<file path="config.mk">
export PLATFORM = sky130hd
export DESIGN_NAME = segasys1_main_io
export DESIGN_NICKNAME = d
export VERILOG_FILES = /design/src/rtl/segasys1_main_io.sv
export SDC_FILE = /design/constraint.sdc
export NUM_CORES = 1
export LEC_CHECK = 0
export CAP_MARGIN = 20
export CORE_ASPECT_RATIO = 0.5
export CORE_MARGIN = 2
export CORE_UTILIZATION = 40
export CTS_CLUSTER_DIAMETER = 60
export CTS_CLUSTER_SIZE = 20
export DETAILED_ROUTE_END_ITERATION = 10
export GPL_ROUTABILITY_DRIVEN = 0
export PLACE_DENSITY = 0.71
export SYNTH_ARGS = -nofsm -noshare
export SYNTH_HDL_FRONTEND = slang
export SYNTH_SLANG_ARGS = --single-unit
</file>
<file path="constraint.sdc">
create_clock -name CLK48M -period 5.5 [get_ports CLK48M]
set_input_delay 1.1 -clock CLK48M [delete_from_list [all_inputs] [get_ports CLK48M]]
set_output_delay 1.1 -clock CLK48M [all_outputs]
set_load 0.02 [all_outputs]
</file>
<file path="src/rtl/segasys1_main_io.sv">
// Main-CPU I/O block: port/DIP read mux, video-mode latch, sound-command FIFO, VBLANK IRQ.
// Latency: reads are combinational; writes commit on the first CLK48M edge of a strobe and are visible the cycle after.
// Backpressure: none toward the CPU; a push into a full FIFO is dropped and flagged on SNDOVF.
//
// Ports:
//   CLK48M, RESET          system clock, asynchronous active-high reset
//   CPUAD/CPUDO            Z80 low address byte / write data
//   CPUIORQ/CPURD/CPUWR/CPUM1  Z80 bus strobes, active-high
//   INP                    NPORT packed input ports, port k = INP[8k+7:8k]
//   VBLK                   vertical blank (CLK48M domain)
//   SNDACK                 sound CPU pop request, rising edge pops the head
//   IODV/IODO              I/O read data valid / data
//   VIDMD                  video mode latch
//   INTREQ                 main-CPU interrupt request
//   SNDRQ/SNDNO/SNDCNT     FIFO not-empty / head entry / occupancy
//   SNDPULSE/SNDOVF        one-cycle accepted-push pulse / sticky overflow flag
module segasys1_main_io #(
  parameter int          NPORT    = 5,
  parameter int          FAW      = 2,
  parameter int          IRQ_MODE = 1,
  parameter logic [7:0]  SNDA0    = 8'h14,
  parameter logic [7:0]  SNDA1    = 8'h18,
  parameter logic [7:0]  VIDA0    = 8'h15,
  parameter logic [7:0]  VIDA1    = 8'h19
) (
  input  logic               CLK48M,
  input  logic               RESET,
  input  logic [7:0]         CPUAD,
  input  logic [7:0]         CPUDO,
  input  logic               CPUIORQ,
  input  logic               CPURD,
  input  logic               CPUWR,
  input  logic               CPUM1,
  input  logic [8*NPORT-1:0] INP,
  input  logic               VBLK,
  input  logic               SNDACK,
  output logic               IODV,
  output logic [7:0]         IODO,
  output logic [7:0]         VIDMD,
  output logic               INTREQ,
  output logic               SNDRQ,
  output logic [7:0]         SNDNO,
  output logic [FAW:0]       SNDCNT,
  output logic               SNDPULSE,
  output logic               SNDOVF
);

  localparam int DEPTH = 1 << FAW;
  localparam logic [FAW:0] DEPTH_CNT = DEPTH[FAW:0];

  // ---------------------------------------------------------------------------
  // Address decode
  // ---------------------------------------------------------------------------
  logic       w_io;
  logic       w_snd_hit;
  logic       w_vid_hit;
  logic [2:0] w_port_idx;
  logic       w_port_hit;
  logic [7:0] w_port_dat;

  assign w_io       = CPUIORQ & ~CPUM1;
  assign w_snd_hit  = w_io & ((CPUAD == SNDA0) | (CPUAD == SNDA1));
  assign w_vid_hit  = w_io & ((CPUAD == VIDA0) | (CPUAD == VIDA1));
  assign w_port_idx = CPUAD[4:2];
  // Sound/video addresses overlap the port decode range, so they mask it.
  assign w_port_hit = w_io & ({1'b0, w_port_idx} < 4'(NPORT)) & ~w_snd_hit & ~w_vid_hit;

  // Loop mux keeps the select in range for any NPORT.
  always_comb begin
    w_port_dat = 8'hFF;
    for (int k = 0; k < NPORT; k++) begin
      if (w_port_idx == 3'(k)) begin
        w_port_dat = INP[8*k +: 8];
      end
    end
  end

  // ---------------------------------------------------------------------------
  // Read path (purely combinational)
  // ---------------------------------------------------------------------------
  logic [7:0] r_vidmd;

  always_comb begin
    IODV = 1'b0;
    IODO = 8'hFF;
    if (CPURD) begin
      if (w_vid_hit) begin
        IODV = 1'b1;
        IODO = r_vidmd;
      end else if (w_port_hit) begin
        IODV = 1'b1;
        IODO = w_port_dat;
      end
    end
  end

  // ---------------------------------------------------------------------------
  // Write strobe: a Z80 OUT spans many CLK48M cycles, commit only on its first edge
  // ---------------------------------------------------------------------------
  logic w_strobe;
  logic w_commit;
  logic r_s_prev;

  assign w_strobe = CPUIORQ & CPUWR & ~CPUM1 & (w_snd_hit | w_vid_hit);
  assign w_commit = w_strobe & ~r_s_prev;

  always_ff @(posedge CLK48M or posedge RESET) begin
    if (RESET) begin
      r_s_prev <= 1'b0;
      r_vidmd  <= 8'h00;
    end else begin
      r_s_prev <= w_strobe;
      if (w_commit & w_vid_hit) begin
        r_vidmd <= CPUDO;
      end
    end
  end

  assign VIDMD = r_vidmd;

  // ---------------------------------------------------------------------------
  // Sound-command FIFO
  // ---------------------------------------------------------------------------
  logic [7:0]     r_mem [DEPTH];
  logic [FAW-1:0] r_wp;
  logic [FAW-1:0] r_rp;
  logic [FAW:0]   r_cnt;
  logic           r_pulse;
  logic           r_ovf;
  logic           r_ack_d1;
  logic           r_ack_d2;

  logic w_empty;
  logic w_full;
  logic w_push_req;
  logic w_pop;
  logic w_push;
  logic w_ovf;

  assign w_empty    = (r_cnt == '0);
  assign w_full     = (r_cnt == DEPTH_CNT);
  assign w_push_req = w_commit & w_snd_hit;
  // SNDACK edge is taken from the registered history, so a pop lands two edges after SNDACK rises.
  assign w_pop      = r_ack_d1 & ~r_ack_d2 & ~w_empty;
  // A pop in the same cycle frees the slot, so a full FIFO still accepts the push.
  assign w_push     = w_push_req & (~w_full | w_pop);
  assign w_ovf      = w_push_req & w_full & ~w_pop;

  always_ff @(posedge CLK48M or posedge RESET) begin
    if (RESET) begin
      for (int i = 0; i < DEPTH; i++) begin
        r_mem[i] <= 8'h00;
      end
      r_wp     <= '0;
      r_rp     <= '0;
      r_cnt    <= '0;
      r_pulse  <= 1'b0;
      r_ovf    <= 1'b0;
      r_ack_d1 <= 1'b0;
      r_ack_d2 <= 1'b0;
    end else begin
      r_ack_d1 <= SNDACK;
      r_ack_d2 <= r_ack_d1;
      r_pulse  <= w_push;
      if (w_push) begin
        r_mem[r_wp] <= CPUDO;
        r_wp        <= r_wp + 1'b1;
      end
      if (w_pop) begin
        r_rp <= r_rp + 1'b1;
      end
      if (w_push & ~w_pop) begin
        r_cnt <= r_cnt + 1'b1;
      end else if (~w_push & w_pop) begin
        r_cnt <= r_cnt - 1'b1;
      end
      if (w_ovf) begin
        r_ovf <= 1'b1;
      end
    end
  end

  assign SNDRQ    = ~w_empty;
  assign SNDNO    = w_empty ? 8'h00 : r_mem[r_rp];
  assign SNDCNT   = r_cnt;
  assign SNDPULSE = r_pulse;
  assign SNDOVF   = r_ovf;

  // ---------------------------------------------------------------------------
  // VBLANK interrupt
  // ---------------------------------------------------------------------------
  logic r_vblk_prev;
  logic r_iack_prev;
  logic r_int;
  logic w_vblk_rise;
  logic w_iack_src;
  logic w_iack;

  assign w_vblk_rise = VBLK & ~r_vblk_prev;
  assign w_iack_src  = CPUM1 & CPUIORQ;
  assign w_iack      = w_iack_src & ~r_iack_prev;

  always_ff @(posedge CLK48M or posedge RESET) begin
    if (RESET) begin
      r_vblk_prev <= 1'b0;
      r_iack_prev <= 1'b0;
      r_int       <= 1'b0;
    end else begin
      r_vblk_prev <= VBLK;
      r_iack_prev <= w_iack_src;
      if (IRQ_MODE == 0) begin
        r_int <= VBLK;
      end else if (w_vblk_rise) begin
        // A new VBLANK edge beats a coincident acknowledge so no frame is lost.
        r_int <= 1'b1;
      end else if (w_iack) begin
        r_int <= 1'b0;
      end
    end
  end

  assign INTREQ = r_int;

endmodule

</file>
==> run metrics <==
CTS tree built; status completed; Layout fillers approximately 550; CP cell instances clkdlybuf4s50_1 -> xnor2_1 -> or4_1 -> nor2_1 -> a211oi_1 -> clkdlybuf4s50_1; Net Sw Power approximately 0.3 mW; most frequent cell after synthesis dfrtp_1; Final Hold Fails 0; Final #Nets between 400 and 500; Crit Path Max Fanout 16; clock latency at the later pin of the worst-skew pair slightly below 0.3 ns; IO Port Bufs 95; I/O Pins 96; cell taking the most area after synthesis dfrtp_1; power share of the combinational group 0.223; R2R Setup Slk 2.71 ns; hpwl dp 5500 um; CP Launch Type input port; first-pass GRT wire length 12000 um; FFs w/ async S/R, synth 1.00; Peak Freq 0.211 GHz; CTS root buf clkbuf_16; Syn Nets 308; Slew @ Worst Pin 0.640 ns; Seq pwr share 0.446; share of layout cells above drive strength 1 0.215; number of enable flip-flop cells after synthesis 0; # diodes 0; Pre-Repair DR Iteration Count 4; LEAKAGE roughly 1.9 nW; antenna viol nets, final 0; CP most frequent cell clkdlybuf4s50_1; Crit Path Category in -> out; H-tree depth 2; Netlist cell types 33; Max clock buf depth 2; post-CTS sizing 0; prevailing post-synth register cell dfrtp_1; cell count after synthesis 238; worst hold-check path type reg -> reg; Final Skew around 0.0045 ns; via count about 2200; P_int 0.798 mW; DR DRC count 0; CTS Buf Count 5; Max-cap violations 0; reg2reg path depth 10; Avg Vias per Cell 5.25; WL/cell approximately 17 um; die area 8030 um^2; antenna violations before repair 0; Hold EP r_ack_d2$_DFF_PP0_; final setup fails 0; Area contributors post-synth dfrtp_1 (47%), mux2_2 (17%), mux4_2 (6.2%), nor2b_1 (2.8%), mux2i_1 (2.7%); area grow syn2layout 42.7%; flop and latch count out of synthesis 55; Crit-path slowest cell clkdlybuf4s50_1; Hold Path Depth 0; hold buffer count at CTS 0; worst r2r src r_s_prev$_DFF_PP0_; Row Count 21; Crit path required time 4.40 ns; RSZ-0062 raised after global routing no; element type at the critical path end output port; VDD IR-drop max 0.178 mV; Slew headroom 0.573; clock share of power 0.330; clock tree sinks 55; postcts setup bufs 0; YS warnings 0; CTS clk-pin slew, worst paths about 0.070 ns; vias in the first global route 2384; min cycle time layout roughly 4.7 ns; total power draw ~1.1 mW; crit path DAT 3.65 ns; min-delay src r_ack_d1$_DFF_PP0_; pwr/cell area 263 nW/um^2; pin count of the biggest net entering global routing 56; Seq/Total Area, Yosys 0.472; Worst R2R End SNDCNT[2]$_DFFE_PP0P_; Post-synth top cells dfrtp_1 (55), mux2_2 (45), a21oi_1 (15), nor2_1 (13), nor2b_1 (13); max-slew violations 0; initial drt markers 79; top cell type's share of synthesized area 0.472; Sw Ratio 0.271; synthesized cell area 2920 um^2; routed wire length 7310 um; Fin Setup TNS 0 ns; area of the core 6860 um^2; synthesized area per cell approximately 12 um^2; GRT Total Usage 0.189; Die Y 64.4 um; period utilisation layout 0.863; Die Span X 125 um; GRT overflow 0; Worst path max stage delay slightly above 0.8 ns; Starting Density 0.425
==> worst max-delay path, delay by kind of cell <==
kind	cells	cell delay [ns]
AND/OR/NAND/NOR	2	0.85
AO/OA/AOI/OAI	1	0.07
buffers and inverters	2	1.38
XOR/XNOR	1	0.25
==> cell type report <==
| cell class | instances | area [um^2] | share of cell area |
|---|---|---|---|
| clock buffers | 6 | 139 | 0.0334 |
| clock inverters | 2 | 35.0 | 0.00842 |
| inverters | 10 | 37.5 | 0.00903 |
| multi-input cells | 163 | 1460 | 0.352 |
| flip-flops and latches | 55 | 1380 | 0.331 |
| well taps | 92 | 115 | 0.0277 |
| repair buffers | 99 | 993 | 0.239 |
==> cell families (layout without fill, tap and decap cells) <==
kind of cell             count (synthesis)  in the layout  share of synthesized area
AO/OA/AOI/OAI                           32             32                     0.0661
XOR/XNOR                                 7              7                     0.0210
adder cells (fa/ha/maj)                  6              6                     0.0283
buffers and inverters                   20            117                     0.0262
flip-flops                              55             55                      0.472
multiplexers                            61             61                      0.263
AND/OR/NAND/NOR                         57             57                      0.123
==> registers in the layout (all words and copies together) (netlist names), 2 cells and up <==
name    cells
r_mem      32
SNDCNT      3
VIDMD       8
r_rp        2
r_wp        2
==> worst max path at each step <==
stage / startpoint / slack, ns / end
floorplan: CPUAD[2] / 1.72 / IODO[1]
global placement: CPUAD[3] / 0.79 / IODO[2]
detailed placement: CPUAD[3] / 0.75 / IODO[1]
CTS: CPUAD[3] / 0.74 / IODO[1]
global route: CPUAD[3] / 0.59 / IODO[2]
finish: CPUAD[3] / 0.75 / IODO[1]
==> power by group through the flow <==
stage / combinational [mW] / sequential [mW] / clock [mW]
after floorplan: 0.140 / 0.475 / 0
after global placement: 0.237 / 0.495 / 0
after detailed placement: 0.244 / 0.498 / 0
after CTS: 0.246 / 0.491 / 0.368
after global routing: 0.264 / 0.498 / 0.388
final: 0.245 / 0.488 / 0.361
==> stage by stage <==
stage               hold slack [ns]  utilization  worst slack [ns]  cells  cell area [um^2]
floorplan                     0.355            -              1.72    238              2920
global placement              0.365        0.578             0.788    418              3970
detailed placement            0.373        0.578             0.749    418              3970
CTS                           0.389        0.604             0.737    426              4140
global route                  0.416        0.606             0.591    427              4160
finish                        0.388        0.606             0.754    427              4160
==> layout by cell type (no fill, tap or decap), types with 3 or more instances in the layout <==
cell	instances
buf_4	3
nand3_2	4
a21oi_1	15
nand2b_1	3
clkbuf_16	5
nor2_1	13
dfrtp_1	55
inv_1	9
nor3_1	5
nand2_1	4
mux4_2	8
xnor2_1	4
xor2_1	3
mux2_2	45
a211oi_1	3
o22a_1	3
ha_1	5
nor3b_1	6
mux2i_1	8
nor2b_1	13
clkdlybuf4s50_1	95
o22ai_1	5
==> routing by layer <==
layer	share of wire	routed length, um	global-route usage	vias to the layer above
met4	0.0049	36	0.0351	0
li1	-	-	-	1054
met1	0.45	3270	0.254	1121
met5	0	0	0	-
met3	0.053	389	0.0343	5
met2	0.49	3610	0.329	62
Power figures use the tool's default switching activity.
